File: config.mk
export PLATFORM = sky130hd
export DESIGN_NAME = mux_nx_pipe
export DESIGN_NICKNAME = d
export VERILOG_FILES = /design/src/rtl/mux_nx_pipe.sv
export SDC_FILE = /design/constraint.sdc
export NUM_CORES = 1
export LEC_CHECK = 0
export ABC_AREA = 1
export BUFFER_PORTS_ARGS = -buffer_cell sky130_fd_sc_hd__buf_2
export CORE_ASPECT_RATIO = 0.5
export CORE_MARGIN = 1.5
export CORE_UTILIZATION = 49
export CTS_CLUSTER_DIAMETER = 80
export DETAILED_ROUTE_END_ITERATION = 12
export PLACE_DENSITY = 0.79
export RECOVER_POWER = 25
export SYNTH_ARGS = -nofsm -noshare
export SYNTH_HDL_FRONTEND = slang
export SYNTH_SLANG_ARGS = --single-unit
File: constraint.sdc
create_clock -name clk -period 1.45 [get_ports clk]
set_input_delay 0.29 -clock clk [delete_from_list [all_inputs] [get_ports clk]]
set_output_delay 0.29 -clock clk [all_outputs]
set_load 0.02 [all_outputs]
File: src/rtl/mux_nx_pipe.sv
// N-way registered mux with valid/ready handshake and a 2-entry skid buffer.
// Optional sticky out-of-range select flag: define MUX_SEL_CHECK_EN.
module mux_nx_pipe #(
    parameter  int unsigned WIDTH = 32,
    parameter  int unsigned N     = 4,
    localparam int unsigned SW    = (N <= 2) ? 1 : $clog2(N)
) (
    input  logic               clk,
    input  logic               clrn,
    input  logic               in_valid,
    output logic               in_ready,
    input  logic [SW-1:0]      sel,
    input  logic [N*WIDTH-1:0] din,
    output logic               out_valid,
    input  logic               out_ready,
    output logic [WIDTH-1:0]   y,
    output logic [SW-1:0]      y_sel,
    output logic               err
);

    typedef enum logic [1:0] {EMPTY, ONE, TWO} state_t;

    state_t           state_q, state_d;
    logic [WIDTH-1:0] main_q, main_d, skid_q, skid_d;
    logic [SW-1:0]    msel_q, msel_d, ssel_q, ssel_d;
    logic             rdy_q;
    logic [WIDTH-1:0] pick;
    logic             in_xfer, out_xfer;

    assign in_xfer   = in_valid & rdy_q;
    assign out_xfer  = (state_q != EMPTY) & out_ready;
    assign in_ready  = rdy_q;
    assign out_valid = (state_q != EMPTY);
    assign y         = main_q;
    assign y_sel     = msel_q;

    // An out-of-range select matches no channel and so yields zero.
    always_comb begin
        pick = '0;
        for (int unsigned k = 0; k < N; k++) begin
            if (32'(sel) == k) pick = din[k*WIDTH +: WIDTH];
        end
    end

    always_comb begin
        state_d = state_q;
        main_d  = main_q;
        msel_d  = msel_q;
        skid_d  = skid_q;
        ssel_d  = ssel_q;
        case (state_q)
            EMPTY: begin
                if (in_xfer) begin
                    main_d  = pick;
                    msel_d  = sel;
                    state_d = ONE;
                end
            end
            ONE: begin
                if (in_xfer && out_xfer) begin
                    main_d = pick;
                    msel_d = sel;
                end else if (in_xfer) begin
                    skid_d  = pick;
                    ssel_d  = sel;
                    state_d = TWO;
                end else if (out_xfer) begin
                    state_d = EMPTY;
                end
            end
            TWO: begin
                if (out_xfer) begin
                    main_d  = skid_q;
                    msel_d  = ssel_q;
                    state_d = ONE;
                end
            end
            default: state_d = EMPTY;
        endcase
    end

    // in_ready is registered from the next state, so out_ready never reaches it combinationally.
    always_ff @(posedge clk or negedge clrn) begin
        if (!clrn) begin
            state_q <= EMPTY;
            main_q  <= '0;
            msel_q  <= '0;
            skid_q  <= '0;
            ssel_q  <= '0;
            rdy_q   <= 1'b0;
        end else begin
            state_q <= state_d;
            main_q  <= main_d;
            msel_q  <= msel_d;
            skid_q  <= skid_d;
            ssel_q  <= ssel_d;
            rdy_q   <= (state_d != TWO);
        end
    end

`ifdef MUX_SEL_CHECK_EN
    logic err_q;

    always_ff @(posedge clk or negedge clrn) begin
        if (!clrn) begin
            err_q <= 1'b0;
        end else if (in_xfer && (32'(sel) >= N)) begin
            err_q <= 1'b1;
        end
    end

    assign err = err_q;
`else
    assign err = 1'b0;
`endif

endmodule

==> results of run 1 <==
stage by stage:
stage / hold WS [ns] / utilization / total power (W) / cells
after CTS: 0.2762 / 0.6723 / 0.009583 / 873
after global routing: 0.3024 / 0.6774 / 0.01049 / 876
after floorplan: -0.005591 / - / 0.006207 / 595
after global placement: 0.2628 / 0.6366 / 0.007400 / 856
after detailed placement: 0.2699 / 0.6366 / 0.007517 / 856
final: 0.2715 / 0.6774 / 0.009713 / 876
registers in the layout, summed over array words and instances (netlist names):
signal,flops
in_ready,1
skid_q,32
ssel_q,2
state_q,2
y,32
y_sel,2
power breakdown:
group	total [W]	switching, W	leakage (nW)	internal (W)
logic	0.00420	0.00263	2.02	0.00158
clock network	0.00202	0.000785	0.142	0.00124
registers	0.00349	0.000521	0.883	0.00297
total	0.00971	0.00393	3.05	0.00578
cells in the final DEF (no fill, tap or decap):
cell type        n
buf_12           8
or2_0           25
dlygate4sd3_1    1
inv_1            3
nor2_4           1
dfrtp_2          1
o21ai_1         38
nand2_2          1
nand4_1          1
clkbuf_16       10
clkbuf_8         2
o21ai_0         30
nand2_1        238
clkbuf_2         1
nand3_1         64
buf_4           14
o21ai_4          1
conb_1           1
clkbuf_1         1
buf_2          168
dfrtp_1         70
or2_2            2
nor2_1          66
nor2_2           2
nand3_2          1
or2_1            5
clkinv_2         4
inv_2            5
worst max-delay path: stages (launching register included):
cell and delay, ns:
dfrtp_2 0.44, inv_2 0.06, nand2_1 0.07, buf_2 0.16
metal layers:
metal  vias up  wire, microns  GRT usage
li1       2224              -          -
met1      2002           4989     0.3182
met2       142           5350     0.4391
met3        24            753    0.06682
met4         0            240    0.09306
met5         -              0          0
cell type report:
| type | instances | area, sq um |
|---|---|---|
| tap | 112 | 140.1 |
| clock inverter | 4 | 20.02 |
| fill | 685 | 2590 |
| multi-input combinational | 476 | 2068 |
| sequential | 71 | 1778 |
| clock buffer | 12 | 256.5 |
| inverter | 8 | 30.03 |
| timing repair buffer | 193 | 1146 |
logic make-up after synthesis:
family	after synthesis	share of synthesized area
other	1	0.0009208
AO/OA/AOI/OAI	69	0.08571
buffers and inverters	48	0.05960
flip-flops	71	0.4363
AND/OR/NAND/NOR	406	0.4175
worst max path at each step:
stage / end / slack [ns] / depth (start not counted)
6_report: out_valid / 0.1 / 3
5_1_grt: skid_q[28] / 0.01 / 3
4_1_cts: y[1] / 0.06 / 7
3_5_place_dp: y[10] / 0.1 / 8
3_3_place_gp: y[10] / 0.13 / 8
2_1_floorplan: skid_q[21] / 0.06 / 7
timing repair:
item | CTS | global route
endpoints found under the hold margin | 29 | 0
buffers inserted | 0 | 2
setup endpoints to repair | 0 | 9
hold buffers | 1 | 0
gates resized for setup | 0 | 3
==> results.json, run 1 <==
{
  "yosysTopAreaCell": "dfrtp_1",
  "cts_tree": "done",
  "grt_max_degree": 69,
  "cp_max_fo": 4,
  "ios": 171,
  "clkTransAtPathRegs_ns": 0.05,
  "setup_slack_ns": 0.09607,
  "tightest_slew_ns": 0.8781,
  "cp-startpoint": "state_q[0]",
  "clk_latency_ns": 0.33,
  "drt_iter0_drc": 218,
  "drv_slew": 0,
  "port_buffers": 169,
  "leakage_nw": 3.049,
  "status": "finished, final reports clean",
  "ys_top_cells_by_count": "nand2_1 (239), dfrtp_1 (71), nor2_1 (66), nand3_1 (65), o21ai_1 (38)",
  "cts_buffers": 9,
  "r2r_start": "state_q[0]",
  "setup_tns_ns": 0,
  "via_per_inst": 5.014,
  "yosysWarnings": 0,
  "start_util": 0.5072,
  "core_area_sq_mm": 0.008029,
  "ys_types": 21,
  "dpl_cell_area_sq_mm": 0.005111,
  "wl_per_cell_microns": 12.94,
  "required_ns": 1.16,
  "fin_worst_skew_ns": 0.004528,
  "hold_depth": 4,
  "vias": 4392,
  "critical_path_class": "flop to output pin",
  "slew_headroom": 0.4146,
  "drc": 0,
  "place.detailed.hpwl_microns": 7825,
  "yosysMostFrequentCell": "nand2_1",
  "grt_usage": 0.2553,
  "finalSetupViolCount": 0,
  "cp.arrival_ns": 1.06,
  "min_period_ns": 1.354,
  "syn_nets": 729,
  "gr-total-overflow": 0,
  "peakVddDrop_uv": 1136,
  "seq_area_frac_synth": 0.4363,
  "ctsRootBufferMaster": "clkbuf_16",
  "drt-total-wl_microns": 11340,
  "reg2reg_depth": 8,
  "place.gp.congestion": 0.7959,
  "fin_area_sq_mm": 0.005439,
  "clock-sinks": 71,
  "final_nets": 893,
  "post-place-ws_ns": 0.09961,
  "r2r_slack_ns": 0.1,
  "maxCapViolations": 0,
  "rows": 23,
  "min_to": "state_q[0]",
  "layout-drive-gt1-share": 0.2893,
  "die_width_microns": 131.9,
  "cp-start-kind": "flop",
  "fmax_ghz": 0.7386,
  "syn-cell-area_sq_mm": 0.004073,
  "ys_seq_elements": 71,
  "async_reset_ff_frac": 1.000,
  "cts_max_level": 3,
  "drtPass1Iterations": 5,
  "ant_nets": 0,
  "synth_area_leaders": "dfrtp_1 (44%), nand2_1 (22%), nand3_1 (8.0%), nor2_1 (6.1%), o21ai_1 (4.7%)",
  "synth_area_per_cell_sq_um": 6.845,
  "ys.flop_type": "dfrtp_1",
  "netlist_instances": 595,
  "finalHoldViolCount": 0,
  "hp-class": "input pin to flop",
  "grt_pass1_vias": 3918,
  "synth_top_area_share": 0.4363,
  "die_y_microns": 67.47,
  "antenna_found_initial": 0,
  "min_from": "in_valid",
  "r2r-end": "y[19]",
  "p_per_area_mw_per_mm2": 1786,
  "grt_pass1_wl_microns": 17920,
  "design.die.area_sq_mm": 0.008901,
  "clk_path_buf_depth": 2,
  "rsz0062_at_grt": "false",
  "synth_edf_count": 0,
  "period_share": 0.9337,
  "crit_path_end_kind": "output pin",
  "n_antenna_cell": 0,
  "area_delta_synth_final_pct": 33.55
}
No activity file was read; power rests on OpenSTA's default activity.
==> inputs of run 2 (changes only) <==
--- a/config.mk
+++ b/config.mk
@@ -9,10 +9,10 @@
 export BUFFER_PORTS_ARGS = -buffer_cell sky130_fd_sc_hd__buf_2
 export CORE_ASPECT_RATIO = 0.5
 export CORE_MARGIN = 1.5
-export CORE_UTILIZATION = 49
+export CORE_UTILIZATION = 47
 export CTS_CLUSTER_DIAMETER = 80
 export DETAILED_ROUTE_END_ITERATION = 12
-export PLACE_DENSITY = 0.79
+export PLACE_DENSITY = 0.76
 export RECOVER_POWER = 25
 export SYNTH_ARGS = -nofsm -noshare
 export SYNTH_HDL_FRONTEND = slang
==> results.json, run 2 (synthesis gave the netlist of run 1 again) <==
{
  "hp-class": "input pin to flop",
  "ios": 171,
  "place.gp.congestion": 0.7492,
  "tightest_slew_ns": 0.6617,
  "rows": 23,
  "crit_path_end_kind": "output pin",
  "fin_worst_skew_ns": 0.005326,
  "drtPass1Iterations": 4,
  "drt-total-wl_microns": 11470,
  "die_y_microns": 68.83,
  "wl_per_cell_microns": 13.13,
  "drc": 0,
  "layout-drive-gt1-share": 0.2861,
  "clk_path_buf_depth": 2,
  "cts_tree": "done",
  "antenna_found_initial": 0,
  "setup_tns_ns": 0,
  "finalSetupViolCount": 0,
  "die_width_microns": 134.6,
  "start_util": 0.4966,
  "grt_max_degree": 54,
  "leakage_nw": 3.069,
  "gr-total-overflow": 0,
  "grt_pass1_vias": 4096,
  "slew_headroom": 0.5589,
  "timing.critical_path.cells": "inv_2 > nand2_1 > buf_2",
  "core_area_sq_mm": 0.008202,
  "cts_max_level": 3,
  "cp-start-kind": "flop",
  "final_common_cell": "nand2_1",
  "grt_usage": 0.2541,
  "maxCapViolations": 0,
  "clk_latency_ns": 0.33,
  "via_per_inst": 4.983,
  "port_buffers": 169,
  "peakVddDrop_uv": 948.3,
  "cp_top_family": "flip-flops",
  "fmax_ghz": 0.7402,
  "final_nets": 891,
  "rsz0062_at_grt": "false",
  "critical-path-max-stage-delay_ns": 0.40,
  "clkTransAtPathRegs_ns": 0.05,
  "required_ns": 1.16,
  "final_cell_mix": "nand2_1 (239), buf_2 (168), dfrtp_1 (70)",
  "clock-sinks": 71,
  "dpl_cell_area_sq_mm": 0.005149,
  "cts_buffers": 9,
  "drt_iter0_drc": 227,
  "design.die.area_sq_mm": 0.009267,
  "ctsRootBufferMaster": "clkbuf_16",
  "status": "finished, final reports clean",
  "vias": 4355,
  "post_cts_buffers": 0,
  "critical_path_class": "flop to output pin",
  "finalPower_w": 0.009961,
  "cp_num_buf_inv": 2,
  "n_antenna_cell": 0,
  "crit_path_top_delay_cell": "dfrtp_1",
  "cp_max_fo": 3,
  "cp.arrival_ns": 1.06,
  "finalHoldViolCount": 0,
  "ant_nets": 0,
  "fin_area_sq_mm": 0.005499,
  "drv_slew": 0,
  "grt_pass1_wl_microns": 18330,
  "min_period_ns": 1.351,
  "area_delta_synth_final_pct": 35.02,
  "place.detailed.hpwl_microns": 7859,
  "p_per_area_mw_per_mm2": 1811,
  "period_share": 0.9317
}
run 2: cell types whose count changed in the layout (fill, tap and decap cells not counted):
| cell | previous run | this run |
|---|---|---|
| buf_12 | 8 | 11 |
| inv_4 | 0 | 1 |
| nand2_1 | 238 | 239 |
| clkbuf_8 | 2 | 3 |
| inv_2 | 5 | 4 |
| nand2_2 | 1 | 0 |
| clkinv_2 | 4 | 2 |
| buf_4 | 14 | 8 |
| bufinv_16 | 0 | 1 |
| buf_6 | 0 | 1 |
run 2: path summary, 6_finish.rpt:
kind                            startpoint          to  slack, ns  cells past startpoint
worst max-delay path            state_q[1]   out_valid        0.1                      3
worst min-delay path              in_valid  state_q[0]       0.29                      4
worst max register to register    in_ready       y[31]        0.1                      7
worst min register to register       y[13]       y[13]       0.47                      2
max in group asynchronous             clrn       y[13]       0.29                      3
min in group asynchronous             clrn        y[8]       0.55                      2
run 2: layer usage:
metal	global-route usage	routed length (microns)
met1	0.3086	5058
met2	0.4577	5655
met3	0.06213	731
met4	0.08199	27
met5	0	0
run 2: area by class of cell:
cell class / count / area, sq um
multi-input combinational: 476 / 2066
clock inverter: 3 / 40.04
sequential: 71 / 1778
clock buffer: 13 / 270.3
tap: 112 / 140.1
inverter: 8 / 32.53
timing repair buffer: 191 / 1172
fill: 742 / 2703
run 2: power by group:
group	total (W)	internal, W	leakage [nW]	switching (W)
registers	0.00349	0.00296	0.883	0.000522
logic	0.00420	0.00160	2.03	0.00261
clock network	0.00227	0.00147	0.156	0.000804
run 2: per-stage QoR:
stage / hold WS, ns / cells / setup WS (ns) / util
floorplan: -0.005591 / 595 / 0.05943 / -
global placement: 0.2205 / 856 / 0.1214 / 0.6278
detailed placement: 0.2215 / 856 / 0.09323 / 0.6278
CTS: 0.2858 / 873 / 0.03844 / 0.6668
global route: 0.3229 / 874 / 0.01220 / 0.6705
finish: 0.2855 / 874 / 0.09902 / 0.6705
run 2: worst register-to-register path: cells and delay by family, from the launching register on:
kind,cells,cell delay [ns]
buffers and inverters,1,0.22
AND/OR/NAND/NOR,5,0.36
flip-flops,1,0.37
AO/OA/AOI/OAI,1,0.28
run 2: repair_timing:
action / in CTS / in global routing
resized for setup: 0 / 4
endpoints found under the hold margin: 21 / 0
setup endpoints to repair: 0 / 8
hold buffers: 1 / 0
==> inputs of run 3 (changes only) <==
--- a/config.mk
+++ b/config.mk
@@ -7,12 +7,13 @@
 export LEC_CHECK = 0
 export ABC_AREA = 1
 export BUFFER_PORTS_ARGS = -buffer_cell sky130_fd_sc_hd__buf_2
-export CORE_ASPECT_RATIO = 0.5
+export CELL_PAD_IN_SITES_DETAIL_PLACEMENT = 1
+export CELL_PAD_IN_SITES_GLOBAL_PLACEMENT = 2
 export CORE_MARGIN = 1.5
-export CORE_UTILIZATION = 47
+export CORE_UTILIZATION = 25
 export CTS_CLUSTER_DIAMETER = 80
 export DETAILED_ROUTE_END_ITERATION = 12
-export PLACE_DENSITY = 0.76
+export PLACE_DENSITY = 0.78
 export RECOVER_POWER = 25
 export SYNTH_ARGS = -nofsm -noshare
 export SYNTH_HDL_FRONTEND = slang
==> results.json, run 3 (synthesis gave the netlist of run 1 again) <==
{
  "final_cell_mix": "nand2_1 (238), buf_2 (168), dfrtp_1 (70)",
  "die_width_microns": 130.6,
  "crit_path_end_kind": "output pin",
  "maxCapViolations": 0,
  "final_nets": 895,
  "final_common_cell": "nand2_1",
  "ios": 171,
  "routed.top_layer": "met4",
  "clk_latency_ns": 0.33,
  "min_period_ns": 1.366,
  "gr-total-overflow": 0,
  "finalHoldViolCount": 0,
  "clk_path_buf_depth": 2,
  "finalSetupViolCount": 0,
  "area_delta_synth_final_pct": 36.68,
  "post-place-ws_ns": -0.1198,
  "core_area_sq_mm": 0.01589,
  "cp-start-kind": "flop",
  "cts_buffers": 9,
  "setup_tns_ns": 0,
  "antenna_found_initial": 0,
  "design.die.area_sq_mm": 0.01707,
  "place.detailed.hpwl_microns": 10980,
  "start_util": 0.2564,
  "place.gp.congestion": 0.8280,
  "vias": 4425,
  "status": "finished, final reports clean",
  "port_buffers": 169,
  "via_per_inst": 4.515,
  "drt_iter0_drc": 168,
  "drt-total-wl_microns": 14730,
  "clkTransAtPathRegs_ns": 0.05,
  "p_per_area_mw_per_mm2": 1777,
  "drv_slew": 0,
  "met2_length_microns": 7684,
  "fmax_ghz": 0.7319,
  "wl_met3_microns": 539,
  "grt_pass1_wl_microns": 23320,
  "die_y_microns": 130.6,
  "finalPower_w": 0.009889,
  "period_share": 0.9423,
  "peakVddDrop_uv": 710.9,
  "grt_pass1_vias": 4783,
  "fin_hold_ws_ns": 0.2968,
  "fin_worst_skew_ns": 0.006148,
  "critical_path_class": "flop to output pin",
  "grt_usage": 0.1778,
  "slew_headroom": 0.5351,
  "rows": 46,
  "grt_max_degree": 72,
  "ant_nets": 0,
  "clock-sinks": 71,
  "ctsRootBufferMaster": "clkbuf_16",
  "hp-class": "input pin to flop",
  "utilization": 0.3504,
  "tightest_slew_ns": 0.6974,
  "cp_max_fo": 4,
  "n_antenna_cell": 0,
  "layout-drive-gt1-share": 0.2880,
  "drt-met1-wl_microns": 6121,
  "drc": 0,
  "leakage_nw": 3.047,
  "wl_per_cell_microns": 15.03,
  "cts_tree": "done",
  "drtPass1Iterations": 4,
  "cp.arrival_ns": 1.08,
  "setup_slack_ns": 0.08366,
  "required_ns": 1.16,
  "rsz0062_at_grt": "false",
  "cts_max_level": 3
}
[run 3: changes by cell type in the layout (fill, tap and decap cells not counted)]
| cell | before | now |
|---|---|---|
| buf_12 | 11 | 7 |
| nand2_1 | 239 | 238 |
| inv_4 | 1 | 0 |
| buf_4 | 8 | 16 |
| nand2_2 | 0 | 1 |
| clkbuf_8 | 3 | 2 |
| clkinv_2 | 2 | 1 |
| clkbuf_1 | 1 | 2 |
| clkbuf_2 | 1 | 0 |
| clkbuf_4 | 0 | 1 |
| inv_2 | 4 | 5 |
| bufinv_16 | 1 | 0 |
[run 3: stage by stage]
stage | instance area, sq um | cells
6_report | 5567 | 980
5_1_grt | 5567 | 980
4_1_cts | 5532 | 977
3_5_place_dp | 5256 | 962
3_3_place_gp | 5256 | 962
2_1_floorplan | 4073 | 595
[run 3: where the power goes]
part           internal [W]  switching, W
Clock               0.00123      0.000786
Sequential          0.00297      0.000531
Combinational       0.00162       0.00276
Total               0.00582       0.00407
[run 3: worst max-delay path, stage by stage, from the launching register on]
cell,delay [ns]
dfrtp_2,0.44
inv_2,0.07
nand2_1,0.07
buf_2,0.16
[run 3: cell type report]
type                            instances  area (sq um)
Inverter                                8         30.03
Clock inverter                          1         5.005
Multi-Input combinational cell        476          2068
Clock buffer                           13         260.3
Fill cell                            2075         10320
Tap cell                              216         270.3
Sequential cell                        71          1778
Timing Repair Buffer                  195          1155
[run 3: layer usage]
layer	GRT usage	up-vias
met5	0	-
met2	0.3288	92
met4	0.07628	0
met1	0.2029	2098
li1	-	2213
met3	0.02769	22
[run 3: final timing paths]
path	from	to	slack, ns	depth (start not counted)
min in group asynchronous	clrn	y[26]	0.63	3
setup / recovery	state_q[0]	out_valid	0.08	3
setup reg to reg	state_q[0]	y[15]	0.10	8
hold / removal	in_valid	state_q[0]	0.30	4
hold reg to reg	y[12]	y[12]	0.47	2
max in group asynchronous	clrn	state_q[0]	0.28	3
[run 3: repair_timing]
action,in CTS,in global routing
buffers inserted,0,2
endpoints found under the setup margin,0,31
hold buffers,1,0
endpoints found under the hold margin,57,0
resized for setup,0,3
